$ cat config.mk
export PLATFORM = sky130hd
export DESIGN_NAME = ov7620_capture_ctrl
export DESIGN_NICKNAME = d
export VERILOG_FILES = /design/src/rtl/ov7620_capture_ctrl.sv
export SDC_FILE = /design/constraint.sdc
export NUM_CORES = 1
export LEC_CHECK = 0
export BUFFER_PORTS_ARGS = -buffer_cell sky130_fd_sc_hd__buf_2
export CORE_MARGIN = 2
export CORE_UTILIZATION = 57
export DETAILED_ROUTE_END_ITERATION = 8
export PLACE_DENSITY = 0.78
export SETUP_SLACK_MARGIN = 0.05
export SLEW_MARGIN = 20
export SYNTH_ARGS = -nofsm -noshare
export SYNTH_HDL_FRONTEND = slang
export SYNTH_SLANG_ARGS = --single-unit
$ cat constraint.sdc
create_clock -name CLK -period 2 [get_ports CLK]
set_input_delay 0.1 -clock CLK [delete_from_list [all_inputs] [get_ports CLK]]
set_output_delay 0.1 -clock CLK [all_outputs]
set_load 0.01 [all_outputs]
$ cat src/rtl/ov7620_capture_ctrl.sv
// OV7620 single-frame capture sequencer: waits for a full frame boundary, then writes a
// rectangular pixel window to the frame buffer in raster order.
module ov7620_capture_ctrl #(
  parameter int COL_START = 160,
  parameter int COLS      = 320,
  parameter int ROW_START = 120,
  parameter int ROWS      = 240,
  parameter int ADDR_W    = 17
) (
  input  logic              CLK,
  input  logic              RST,
  input  logic              Start_Sig,
  input  logic              VSYNC_Sig,
  input  logic              HREF_Sig,
  input  logic              PCLK_En,
  input  logic [7:0]        Pixel_Data,
  output logic              Wr_En,
  output logic [ADDR_W-1:0] Wr_Addr,
  output logic [7:0]        Wr_Data,
  output logic              Busy_Sig,
  output logic              Done_Sig,
  output logic              Frame_Err
);

  localparam logic [2:0] S_IDLE        = 3'd0;
  localparam logic [2:0] S_WAIT_VS     = 3'd1;
  localparam logic [2:0] S_WAIT_VS_END = 3'd2;
  localparam logic [2:0] S_CAPTURE     = 3'd3;
  localparam logic [2:0] S_DONE        = 3'd4;

  localparam logic [10:0] LP_COL_LO = 11'(COL_START);
  localparam logic [10:0] LP_COL_HI = 11'(COL_START + COLS);
  localparam logic [10:0] LP_ROW_LO = 11'(ROW_START);
  localparam logic [10:0] LP_ROW_HI = 11'(ROW_START + ROWS);
  localparam logic [ADDR_W-1:0] LP_LAST = ADDR_W'(ROWS * COLS - 1);

  logic [2:0]        r_state;
  logic              r_vs_d, r_href_d;
  logic [9:0]        r_col_cnt, r_row_cnt;
  logic [ADDR_W-1:0] r_ptr;
  logic              r_cap;
  logic [7:0]        r_pix;

  logic       w_vs_rise, w_vs_fall, w_href_rise, w_href_fall;
  logic [9:0] w_col_idx;
  logic       w_cap, w_last_wr, w_start_acc, w_err_set;
  logic [2:0] w_state_nxt;

  assign w_vs_rise   = VSYNC_Sig & ~r_vs_d;
  assign w_vs_fall   = ~VSYNC_Sig & r_vs_d;
  assign w_href_rise = HREF_Sig & ~r_href_d;
  assign w_href_fall = ~HREF_Sig & r_href_d;

  // A pixel arriving on the HREF rising edge is index 0 even though the counter hasn't cleared yet.
  assign w_col_idx = w_href_rise ? 10'd0 : r_col_cnt;

  assign w_cap = (r_state == S_CAPTURE) && PCLK_En && HREF_Sig &&
                 ({1'b0, w_col_idx} >= LP_COL_LO) && ({1'b0, w_col_idx} < LP_COL_HI) &&
                 ({1'b0, r_row_cnt} >= LP_ROW_LO) && ({1'b0, r_row_cnt} < LP_ROW_HI);

  assign w_last_wr   = Wr_En && (Wr_Addr == LP_LAST);
  assign w_start_acc = (r_state == S_IDLE) && Start_Sig;

  always_comb begin
    w_state_nxt = r_state;
    w_err_set   = 1'b0;
    case (r_state)
      S_IDLE:        if (Start_Sig) w_state_nxt = S_WAIT_VS;
      S_WAIT_VS:     if (w_vs_rise) w_state_nxt = S_WAIT_VS_END;
      S_WAIT_VS_END: if (w_vs_fall) w_state_nxt = S_CAPTURE;
      S_CAPTURE: begin
        // Completing the last write wins over a coincident VSYNC rise.
        if (w_last_wr) begin
          w_state_nxt = S_DONE;
        end else if (w_vs_rise) begin
          w_state_nxt = S_DONE;
          w_err_set   = 1'b1;
        end
      end
      S_DONE:        w_state_nxt = S_IDLE;
      default:       w_state_nxt = S_IDLE;
    endcase
  end

  always_ff @(posedge CLK) begin
    if (RST) begin
      r_state   <= S_IDLE;
      r_vs_d    <= 1'b0;
      r_href_d  <= 1'b0;
      r_col_cnt <= '0;
      r_row_cnt <= '0;
      r_ptr     <= '0;
      r_cap     <= 1'b0;
      r_pix     <= '0;
      Wr_En     <= 1'b0;
      Wr_Addr   <= '0;
      Wr_Data   <= '0;
      Busy_Sig  <= 1'b0;
      Done_Sig  <= 1'b0;
      Frame_Err <= 1'b0;
    end else begin
      r_state  <= w_state_nxt;
      Busy_Sig <= (w_state_nxt != S_IDLE);
      Done_Sig <= (w_state_nxt == S_DONE);
      r_vs_d   <= VSYNC_Sig;
      r_href_d <= HREF_Sig;

      if (w_href_rise)
        r_col_cnt <= {9'd0, PCLK_En};
      else if (PCLK_En && HREF_Sig && r_col_cnt != 10'h3FF)
        r_col_cnt <= r_col_cnt + 10'd1;

      if (w_start_acc || (r_state == S_WAIT_VS_END && w_vs_fall))
        r_row_cnt <= '0;
      else if (r_state == S_CAPTURE && w_href_fall && r_row_cnt != 10'h3FF)
        r_row_cnt <= r_row_cnt + 10'd1;

      // Two-stage write path; an in-flight pixel drains even if the FSM has left CAPTURE.
      r_cap <= w_cap;
      if (w_cap) r_pix <= Pixel_Data;
      Wr_En <= r_cap;

      if (w_start_acc) begin
        Frame_Err <= 1'b0;
        Wr_Addr   <= '0;
        r_ptr     <= '0;
      end else if (r_cap) begin
        Wr_Addr <= r_ptr;
        Wr_Data <= r_pix;
        r_ptr   <= r_ptr + 1'b1;
      end

      if (w_err_set) Frame_Err <= 1'b1;
    end
  end

endmodule
# [After elaboration in Yosys (flattened, before gate mapping)]
# Cells that the tools add are included.
[op_classes] reduce_logical=22 eq_ne=7 n_mux=14 magnitude_cmp=4 bitwise=9 add_sub_neg=3
[ops] op="$add 10x1->10 const B" n=2
[ops] op="$lt 10x9->1 const B" n=2
[ops] op="$ne 10x10->1 const B" n=2
[ops] op="$add 17x1->17 const B" n=1
[ops] op="$eq 17x17->1 const B" n=1
[ops] op="$mux 3" n=5
[ops] op="$logic_and 1x1->1" n=13
[ops] op="$pmux 3 s4" n=1
[ops] op="$ge 10x7->1 const B" n=1
[ops] op="$ge 10x8->1 const B" n=1
[ops] op="$mux 10" n=1
[ops] op="$mux 1" n=7
[ops] op="$eq 3x2->1 const B" n=2
[ops] op="$reduce_or 2->1" n=3
[ops] op="$not 1->1" n=5
[ops] op="$and 1x1->1" n=4
[ops] op="$reduce_bool 2->1" n=2
[ops] op="$eq 3x1->1 const B" n=1
[ops] op="$eq 3x3->1 const B" n=1
[ops] op="$logic_not 3->1" n=1
[ops] op="$reduce_bool 3->1" n=1
[ops] op="$reduce_and 2->1" n=1
[ops] op="$logic_or 1x1->1" n=1
[totals] input_bits=14 reg_bits=80 output_inout_bits=29 word_cells=74

# [Longest topological paths before layout]
# Gate-level depths: netlist of the first run.
[depth] depth_word=8 depth_mapped=6 depth_no_buf=5

# [Worst setup path after synthesis of the first run]
# OpenSTA, ideal clock, no wires.
[synth_timing] path_type="register -> register" start="register r_row_cnt[4]" end="register r_pix[0]" required_time_ps=1928 setup_time_ps=72 arrival_time_ps=1689 stages_incl_launch_ff=6 path_slack_ps=240 synth_period_minus_slack_ps=1760 path_cell_list="dfxtp_1 > and4_1 > buf_4 > o21ai_2 > a2111oi_4 > mux2i_1"
[synth_via] elab_chain_len=3
[synth_rtl] element="start: declaration" line_no="39" rtl="logic [9:0] r_col_cnt, r_row_cnt;"
[synth_rtl] element="start signal: assignment" line_no="116" rtl="r_row_cnt <= r_row_cnt + 10'd1;"
[synth_rtl] element="$ge 10x7->1" line_no="59" rtl="({1'b0, r_row_cnt} >= LP_ROW_LO) && ({1'b0, r_row_cnt} < LP_ROW_HI);"
[synth_rtl] element="$logic_and 1x1->1" line_no="58" rtl="({1'b0, w_col_idx} >= LP_COL_LO) && ({1'b0, w_col_idx} < LP_COL_HI) &&"
[synth_rtl] element="$logic_and 1x1->1 (*)" line_no="59"
[synth_rtl] element="end signal: assignment" line_no="120" rtl="if (w_cap) r_pix <= Pixel_Data;"
[synth_rtl] element="end: declaration" line_no="42" rtl="logic [7:0] r_pix;"
# Every way passes the cells marked *; elsewhere a longest branch is shown, timed or not.
# A chain may end at the register's enable or synchronous reset.

# [Final worst setup path of the first run]
[layout_timing] start="register r_row_cnt[4]" end="register r_pix[7]"
# Same word-level chain as after synthesis.

==> results of run 1 <==
==> synthesized netlist by cell type, drive strengths merged, types with 9 or more instances <==
library cell  number
xnor2              9
nand2b            20
nor2              44
nand4             11
nand3             13
a21oi             19
mux2i             37
clkbuf            12
dfxtp             80
or3               10
inv               11
o21ai             14
nand2             20
==> power groups by stage <==
| stage | registers [mW] | clock network [mW] | logic [mW] |
|---|---|---|---|
| finish | 1.61 | 1.33 | 0.120 |
| global route | 1.62 | 1.42 | 0.133 |
| global placement | 1.65 | 0 | 0.112 |
| detailed placement | 1.65 | 0 | 0.115 |
| floorplan | 1.64 | 0 | 0.0851 |
| CTS | 1.61 | 1.37 | 0.120 |
==> timing repair <==
action                                  in CTS  in global routing
endpoints found under the setup margin       0                  3
setup buffers                                0                  0
resized for setup                            0                  3
hold buffers                                 3                  0
hold endpoints to repair                     3                  0
==> through the flow <==
stage | utilization | hold slack [ns] | cell area (sq um)
floorplan | - | 0.2179 | 3557
global placement | 0.6412 | 0.3452 | 3841
detailed placement | 0.6412 | 0.3514 | 3841
CTS | 0.6844 | 0.00004100 | 4100
global route | 0.6857 | 0.01962 | 4108
finish | 0.6857 | 0.01221 | 4108
==> kinds of logic (layout without fill, tap and decap cells) <==
group                    count (synthesis)  count (layout)  synth area share
flip-flops                              80              80            0.4502
adder cells (fa/ha/maj)                  4               4           0.01407
AO/OA/AOI/OAI                           63              63            0.1210
AND/OR/NAND/NOR                        162             162            0.2445
buffers and inverters                   30              80           0.03412
multiplexers                            37              37            0.1041
XOR/XNOR                                13              13           0.03201
==> state kept, by name, summed over array words and instances, names as in the netlist <==
name and flops:
Busy_Sig 1, Done_Sig 1, Frame_Err 1, Wr_Addr 17, Wr_Data 8, Wr_En 1, r_cap 1, r_col_cnt 10
r_href_d 1, r_pix 8, r_ptr 17, r_row_cnt 10, r_state 3, r_vs_d 1
==> layer usage <==
layer,vias to the layer above,part of all wire,GRT usage
li1,1492,-,-
met1,1384,0.45,0.2664
met2,54,0.50,0.3724
met3,14,0.033,0.03777
met4,0,0.016,0.1043
met5,-,0,0
==> worst max-delay path: cells and delay by family, from the launching register on <==
| kind | cells | cell delay [ns] |
|---|---|---|
| buffers and inverters | 1 | 0.26 |
| AND/OR/NAND/NOR | 1 | 0.35 |
| flip-flops | 1 | 0.46 |
| multiplexers | 1 | 0.21 |
| AO/OA/AOI/OAI | 2 | 0.42 |
==> worst paths after layout <==
check | cells after the start | to | slack (ns) | start
hold / removal | 3 | r_pix[0] | 0.01 | Pixel_Data[0]
setup reg to reg | 5 | r_pix[7] | 0.21 | r_row_cnt[4]
hold reg to reg | 2 | r_pix[6] | 0.48 | r_pix[6]
setup / recovery | 5 | r_pix[7] | 0.21 | r_row_cnt[4]
==> area by class of cell <==
type                       instances  area, sq um
clock buffer                      10        137.6
inverter                          11        41.29
fill                             486         1883
clock inverter                     6        91.34
timing repair buffer              53        300.3
tap                               75        93.84
sequential                        80         1602
multi-input combinational        279         1842
==> key figures, run 1 <==
STA
  – Final min period: 1.785 ns
  – Tightest Pin Transition: 0.5620 ns
  – Fin. Hold Viols: 0
  – Final setup viols: 0
  – Fin worst setup slack: 0.2145 ns
  – Slew headroom: 0.6200
  – Fmax: 560.1 MHz
  – RSZ-0062 raised after global routing: false
  – Clock Skew: 0.01016 ns
  – Max Slew Vio Count: 0
  – Crit share post-route: 0.8927
  – Final TNS setup: 0 ns

Setup path
  – CP max FO: 9
  – Peak per-stage delay on the critical path: 0.46 ns
  – CP required: 2.27 ns
  – Setup Crit Path Kind: register to register
  – Crit path DAT: 2.06 ns
  – CP max-delay cell: dfxtp_1
  – Worst-path cell chain: and4_2 > o21ai_2 > a2111oi_4 > buf_4 > mux2i_1
  – CP Capture Type: register
  – Critical path launch point type: register

Power and ir drop
  – Final Power: 3.061 mW
  – Maximum vdd ir drop: 0.5599 mV
  – NetSw: 0.6679 mW
  – Pwr/cell area: 745.2 nW/um^2
  – Clock power share: 0.434
  – Gate power share: 0.039
  – Static leakage: 1.506 nW
  – Design internal power: 2.393 mW
  – Sw Ratio: 0.2182
  – Flop pwr share: 0.527

Logic synthesis
  – Post-synth top area cell: dfxtp_1
  – Sequential share of the synthesized area: 0.4502
  – Synth cell types: 51
  – Syn avg cell area: 9.144 sq um
  – Synth top area share: 0.4502
  – Syn Nets: 407
  – Yosys warnings: 0
  – Post-synth EDFFs: 0
  – Primary FF master, synth: dfxtp_1
  – Seq cells post-synth: 80
  – Syn Inst Count: 389
  – Ys async rst share: 0
  – Synth Cell Area: 3557 sq um
  – Cells taking the most area after synthesis: dfxtp_1 45%, mux2i_1 10%, nor2_1 4.6%, nand2b_1 3.5%, a21oi_1 2.7%

Clock tree
  – Clk root buf: clkbuf_8
  – Clock Tree Buf Depth: 2
  – CTS tree: done
  – H-Tree Depth: 3
  – CTS Buf Count: 9
  – Clock slew at the register clock pins of the worst setup and hold paths: 0.08 ns
  – CTS Sinks: 80
  – Skew-Pair Late Insertion Delay: 0.34 ns

Cells and area
  – Ant. Diodes: 0
  – Most frequent cells in the layout: 80 x dfxtp_1, 44 x nor2_1, 42 x buf_2
  – Commonest non-fill, non-tap cell in the layout: dfxtp_1
  – Fin nets: 452
  – Post-Layout Cell Count: 514
  – Layout cells sized above 1: 0.1663
  – Post-synthesis to final-layout area growth: 15.48%

Die
  – Core footprint: 5991 sq um
  – Io pins: 43
  – Initial Utilization: 0.5938
  – Rows: 28
  – Die span in y: 83.00 microns
  – Die Span X: 83.00 microns
  – Total die area: 6888 sq um

Detailed routing
  – Avg WL per Cell: 14.24 microns
  – Drt first-iter violations: 147
  – Drt total wl: 7319 microns
  – Via Count: 2944
  – DR pass1 iterations: 4
  – DR DRC count: 0
  – Antenna-violating nets left: 0
  – Via-to-Cell Ratio: 5.728

Global route
  – Largest net degree at the start of global routing: 35
  – All-Layer GR Usage: 0.2182
  – Vias in the first global route: 2837
  – GRT overflow: 0
  – First-pass GRT wire length: 12570 microns
  – Antenna violations before repair: 0

Place
  – Pre-CTS WS: 0.2160 ns
  – Placed cells: 495
  – Final RePlAce weighted congestion: 0.8392
  – # port buffers: 42
  – HPWL after DPL: 5018 microns

Hold path
  – Hold Path Class: primary input to register

Status
  – Status: completed

Job
  – Maxcap violations: 0
(Power assumes the default switching activity.)
==> run 2: changes to the inputs <==
--- a/config.mk
+++ b/config.mk
@@ -9,7 +9,7 @@
 export CORE_MARGIN = 2
 export CORE_UTILIZATION = 57
 export DETAILED_ROUTE_END_ITERATION = 8
-export PLACE_DENSITY = 0.78
+export PLACE_DENSITY_LB_ADDON = 0.1
 export SETUP_SLACK_MARGIN = 0.05
 export SLEW_MARGIN = 20
 export SYNTH_ARGS = -nofsm -noshare
==> key figures, run 2 (same netlist as run 1, synthesis figures left out) <==
Power and ir drop
  – Static leakage: 1.514 nW (+0.53%)
  – Final Power: 2.885 mW (-5.8%)
  – Maximum vdd ir drop: 0.5206 mV (-7.0%)
  – Pwr/cell area: 701.7 nW/um^2 (-5.8%)

Place
  – Placed Area: 3856 sq um (+0.39%)
  – Final RePlAce weighted congestion: 0.8247 (-1.7%)
  – HPWL after DPL: 4980 microns (-0.75%)
  – Placed cells: 497 (+0.40%)
  – # port buffers: 42 (unchanged)

STA
  – Tightest Pin Transition: 0.4849 ns (-0.07717 ns)
  – Fin. Hold Viols: 0 (unchanged)
  – WHS: 0.01955 ns (+0.007340 ns)
  – Final TNS setup: 0 ns (unchanged)
  – Slew headroom: 0.6684 (+0.04837)
  – Fmax: 552.2 MHz (-1.4%)
  – Crit share post-route: 0.9054 (+0.01269)
  – Max Slew Vio Count: 0 (unchanged)
  – RSZ-0062 raised after global routing: false
  – Final min period: 1.811 ns (+0.02537 ns)
  – Clock Skew: 0.007140 ns (-0.003019 ns)
  – Final setup viols: 0 (unchanged)

Setup path
  – Crit path DAT: 2.09 ns (+0.03 ns)
  – Critical R2R Capture: r_pix[5]
  – CP required: 2.28 ns (about the same)
  – Worst Setup SP: r_row_cnt[4]
  – Reg2Reg Depth: 5 (unchanged)
  – CP max FO: 9 (unchanged)
  – CP Capture Type: register
  – Setup Crit Path Kind: register to register
  – Critical path launch point type: register
  – R2R setup slack: 0.19 ns (-0.03 ns)
  – R2r startpoint: r_row_cnt[4]

Clock tree
  – Clk root buf: clkbuf_8
  – CTS Buf Count: 9 (unchanged)
  – Clock slew at the register clock pins of the worst setup and hold paths: 0.08 ns (about the same)
  – CTS tree: done
  – Clock Tree Buf Depth: 2 (unchanged)
  – CTS Sinks: 80 (unchanged)
  – Skew-Pair Late Insertion Delay: 0.35 ns (about the same)
  – H-Tree Depth: 3 (unchanged)

Global route
  – GRT overflow: 0 (unchanged)
  – Largest net degree at the start of global routing: 35 (unchanged)
  – Antenna violations before repair: 0 (unchanged)
  – First-pass GRT wire length: 12610 microns (+0.28%)
  – All-Layer GR Usage: 0.2227 (+0.004503)
  – Vias in the first global route: 2772 (-2.3%)

Cells and area
  – Commonest non-fill, non-tap cell in the layout: dfxtp_1
  – Most frequent cells in the layout: 80 x dfxtp_1, 44 x nor2_1, 42 x buf_2
  – Fin nets: 457 (+1.1%)
  – Layout cells sized above 1: 0.1644 (-0.001873)
  – Post-synthesis to final-layout area growth: 15.58% (about the same)
  – Largest registers: Wr_Addr x17, r_ptr x17
  – Fin area: 4111 sq um (about the same)
  – Fillers: 492 (+1.2%)
  – Ant. Diodes: 0 (unchanged)
  – Post-Layout Cell Count: 519 (+0.97%)

Die
  – Core footprint: 5991 sq um (unchanged)
  – Die Span X: 83.00 microns (unchanged)
  – Total die area: 6888 sq um (unchanged)
  – Io pins: 43 (unchanged)
  – Initial Utilization: 0.5938 (unchanged)
  – Rows: 28 (unchanged)
  – Die span in y: 83.00 microns (unchanged)

Detailed routing
  – DR DRC count: 0 (unchanged)
  – DR pass1 iterations: 4 (unchanged)
  – Via-to-Cell Ratio: 5.709 (-0.32%)
  – Drt first-iter violations: 112 (-24%)
  – Drt total wl: 7487 microns (+2.3%)
  – Antenna-violating nets left: 0 (unchanged)
  – Via Count: 2963 (+0.65%)
  – Avg WL per Cell: 14.43 microns (+1.3%)

Hold path
  – Hold Path Class: primary input to register
  – WHS Endpoint: r_pix[4]
  – Hold Crit Start: Pixel_Data[4]
  – Hold Path Stages: 3 (unchanged)

Job
  – Maxcap violations: 0 (unchanged)

Status
  – Status: completed
-- run 2: changes by cell type in the layout (fill, tap and decap cells not counted), moves of 2 or more --
cell | before | now
dlygate4sd3_1 | 3 | 6
buf_4 | 8 | 10
bufinv_16 | 2 | 0
clkbuf_8 | 10 | 12
clkinv_4 | 2 | 0
-- run 2: critical path, cell delays in order, from the launching register on --
cell       delay, ns
dfxtp_1         0.45
and4_1          0.35
o21ai_2         0.10
a2111oi_4       0.37
buf_4           0.26
mux2i_1         0.20
-- run 2: repair_timing --
action	in CTS	in global routing
setup endpoints to repair	0	3
buffers inserted	0	0
hold buffers	6	0
gates resized for setup	0	1
endpoints found under the hold margin	6	0
-- run 2: through the flow --
stage	util	worst slack [ns]
global placement	0.6437	0.2578
detailed placement	0.6437	0.1991
CTS	0.6857	0.1767
floorplan	-	0.2397
global route	0.6863	0.05977
finish	0.6863	0.1892
-- run 2: worst max-delay path by stage --
stage               slack, ns        end
floorplan                0.24   r_pix[0]
global route             0.06  r_ptr[16]
CTS                      0.18   r_pix[4]
global placement         0.26   r_pix[5]
finish                   0.19   r_pix[5]
detailed placement       0.20  r_ptr[16]
-- run 2: metal layers --
metal  routed length, microns  vias up  GRT usage
met3                      220       12    0.03678
met4                      128        0     0.1073
met2                     3659       57     0.3761
met1                     3478     1402     0.2759
met5                        0        -          0
li1                         -     1492          -
-- run 2: area by class of cell --
| type | instances | area (sq um) | share of cell area |
|---|---|---|---|
| clock inverters | 4 | 26.28 | 0.006391 |
| repair buffers | 58 | 345.3 | 0.08399 |
| flip-flops and latches | 80 | 1602 | 0.3895 |
| clock buffers | 12 | 165.2 | 0.04017 |
| multi-input cells | 279 | 1838 | 0.4470 |
| well taps | 75 | 93.84 | 0.02282 |
| inverters | 11 | 41.29 | 0.01004 |
-- run 2: report_power, final --
part           leakage [nW]  internal, mW  switching [mW]
registers             0.645          1.60          0.0116
logic                 0.770        0.0554          0.0717
clock network        0.0988         0.553           0.592
==> run 3: changes to the inputs <==
--- a/config.mk
+++ b/config.mk
@@ -5,11 +5,11 @@
 export SDC_FILE = /design/constraint.sdc
 export NUM_CORES = 1
 export LEC_CHECK = 0
-export BUFFER_PORTS_ARGS = -buffer_cell sky130_fd_sc_hd__buf_2
+export BUFFER_PORTS_ARGS = -buffer_cell sky130_fd_sc_hd__clkbuf_2
 export CORE_MARGIN = 2
 export CORE_UTILIZATION = 57
 export DETAILED_ROUTE_END_ITERATION = 8
-export PLACE_DENSITY_LB_ADDON = 0.1
+export PLACE_DENSITY = 0.88
 export SETUP_SLACK_MARGIN = 0.05
 export SLEW_MARGIN = 20
 export SYNTH_ARGS = -nofsm -noshare
==> key figures, run 3 (same netlist as run 1, synthesis figures left out) <==
Status
  – Status: completed

Detailed routing
  – Drt total wl: 7499 microns (+0.16%)
  – DR DRC count: 0 (unchanged)
  – DR pass1 iterations: 4 (unchanged)
  – Via Count: 3001 (+1.3%)
  – Antenna-violating nets left: 0 (unchanged)
  – Drt first-iter violations: 210 (+88%)
  – Avg WL per Cell: 14.48 microns (+0.35%)
  – Via-to-Cell Ratio: 5.793 (+1.5%)

Die
  – Die Span X: 83.00 microns (unchanged)
  – Die span in y: 83.00 microns (unchanged)
  – Rows: 28 (unchanged)
  – Io pins: 43 (unchanged)
  – Core footprint: 5991 sq um (unchanged)
  – Initial Utilization: 0.5938 (unchanged)
  – Total die area: 6888 sq um (unchanged)

Clock tree
  – H-Tree Depth: 3 (unchanged)
  – CTS Buf Count: 9 (unchanged)
  – Post-CTS Setup Bufs: 0 (unchanged)
  – Clock Tree Buf Depth: 2 (unchanged)
  – Skew-Pair Late Insertion Delay: 0.35 ns (about the same)
  – Clk root buf: clkbuf_8
  – Clock slew at the register clock pins of the worst setup and hold paths: 0.08 ns (about the same)
  – CTS Sinks: 80 (unchanged)
  – CTS tree: done

Cells and area
  – Most frequent cells in the layout: 79 x dfxtp_1, 44 x nor2_1, 42 x clkbuf_2
  – Commonest non-fill, non-tap cell in the layout: dfxtp_1
  – Layout cells sized above 1: 0.1670 (+0.002628)
  – Fin nets: 456 (-0.22%)
  – Post-synthesis to final-layout area growth: 17.02%
  – Fin area: 4163 sq um (+1.2%)
  – Ant. Diodes: 0 (unchanged)
  – Largest registers: Wr_Addr x17, r_ptr x17

Power and ir drop
  – Maximum vdd ir drop: 0.5824 mV (+12%)
  – Static leakage: 1.507 nW (-0.46%)
  – Pwr/cell area: 762.0 nW/um^2 (+8.6%)
  – Final Power: 3.172 mW (+10%)

Setup path
  – CP required: 2.28 ns (about the same)
  – Buffers & Inverters on Critical Path: 1 (unchanged)
  – Critical path launch point type: register
  – Peak per-stage delay on the critical path: 0.46 ns (about the same)
  – Crit path DAT: 2.07 ns (-0.02 ns)
  – Worst path top cell family by delay: flip-flops
  – Setup Crit Path Kind: register to register
  – CP max-delay cell: dfxtp_1
  – Worst-path cell chain: and4_2 > o21ai_2 > a2111oi_4 > buf_4 > mux2i_1
  – CP Capture Type: register
  – CP max FO: 9 (unchanged)

Global route
  – First-pass GRT wire length: 12740 microns (+1.0%)
  – GRT overflow: 0 (unchanged)
  – All-Layer GR Usage: 0.2222 (-0.0005127)
  – Largest net degree at the start of global routing: 37 (+5.7%)
  – Antenna violations before repair: 0 (unchanged)
  – Vias in the first global route: 2807 (+1.3%)

Place
  – Placed Area: 3849 sq um (-0.19%)
  – HPWL after DPL: 5116 microns (+2.7%)
  – Final RePlAce weighted congestion: 0.8752 (+6.1%)
  – # port buffers: 42 (unchanged)

STA
  – Fmax: 556.0 MHz (+0.68%)
  – Fin. Hold Viols: 0 (unchanged)
  – Final min period: 1.799 ns (-0.01227 ns)
  – Max Slew Vio Count: 0 (unchanged)
  – RSZ-0062 raised after global routing: false
  – Final TNS setup: 0 ns (unchanged)
  – Slew headroom: 0.5540 (-0.1144)
  – Clock Skew: 0.01107 ns (+0.003928 ns)
  – WHS: 0.01276 ns (-0.006786 ns)
  – Crit share post-route: 0.8993 (-0.006137)
  – Final setup viols: 0 (unchanged)
  – Tightest Pin Transition: 0.6597 ns (+0.1749 ns)

Hold path
  – Hold Path Class: primary input to register

Job
  – Maxcap violations: 0 (unchanged)
-- run 3: cell count changes in the layout (fill, tap and decap cells not counted), moves of 2 or more --
cell	before	now
buf_2	42	0
clkbuf_8	12	10
clkbuf_2	0	42
bufinv_16	0	3
-- run 3: worst register-to-register path, cell delays in order, from the launching register on --
cell	delay [ns]
dfxtp_1	0.46
and4_2	0.35
o21ai_2	0.08
a2111oi_4	0.38
buf_4	0.26
mux2i_1	0.21
-- run 3: power breakdown --
part,switching (mW),internal [mW]
clock,0.569,0.864
combinational,0.0730,0.0529
sequential,0.0122,1.60
total,0.654,2.52
-- run 3: path summary, 6_finish.rpt --
kind	start	to	slack (ns)	cells after the start
worst max register to register	r_row_cnt[4]	r_pix[0]	0.20	5
worst min-delay path	Pixel_Data[2]	r_pix[2]	0.01	3
worst max-delay path	r_row_cnt[4]	r_pix[0]	0.20	5
worst min register to register	Frame_Err	Frame_Err	0.48	2
-- run 3: what timing repair did --
action                                  CTS  global route
endpoints found under the setup margin    0             3
hold buffers                              6             0
endpoints found under the hold margin     6             0
gates resized for setup                   0             4
-- run 3: through the flow --
step	worst slack [ns]	utilization	std cells
floorplan	0.2397	-	389
global placement	0.2745	0.6424	496
detailed placement	0.1807	0.6424	496
CTS	0.1668	0.6934	518
global route	0.05731	0.6949	518
finish	0.2014	0.6949	518
-- run 3: cell type report --
cell class                 instances  area [sq um]
fill                             452          1828
multi-input combinational        279          1842
tap                               75         93.84
inverter                          11         41.29
clock inverter                     5         103.9
clock buffer                      11         141.4
sequential                        80          1603
timing repair buffer              57         337.8
-- run 3: per-layer routing --
metal  wire length, microns  part of all wire  global-route usage  vias to the layer above
met3                    320             0.043             0.03976                       12
li1                       -                 -                   -                     1496
met1                   3384              0.45              0.2897                     1411
met5                      0                 0                   0                        -
met4                    110             0.015             0.09538                        0
met2                   3683              0.49              0.3622                       82
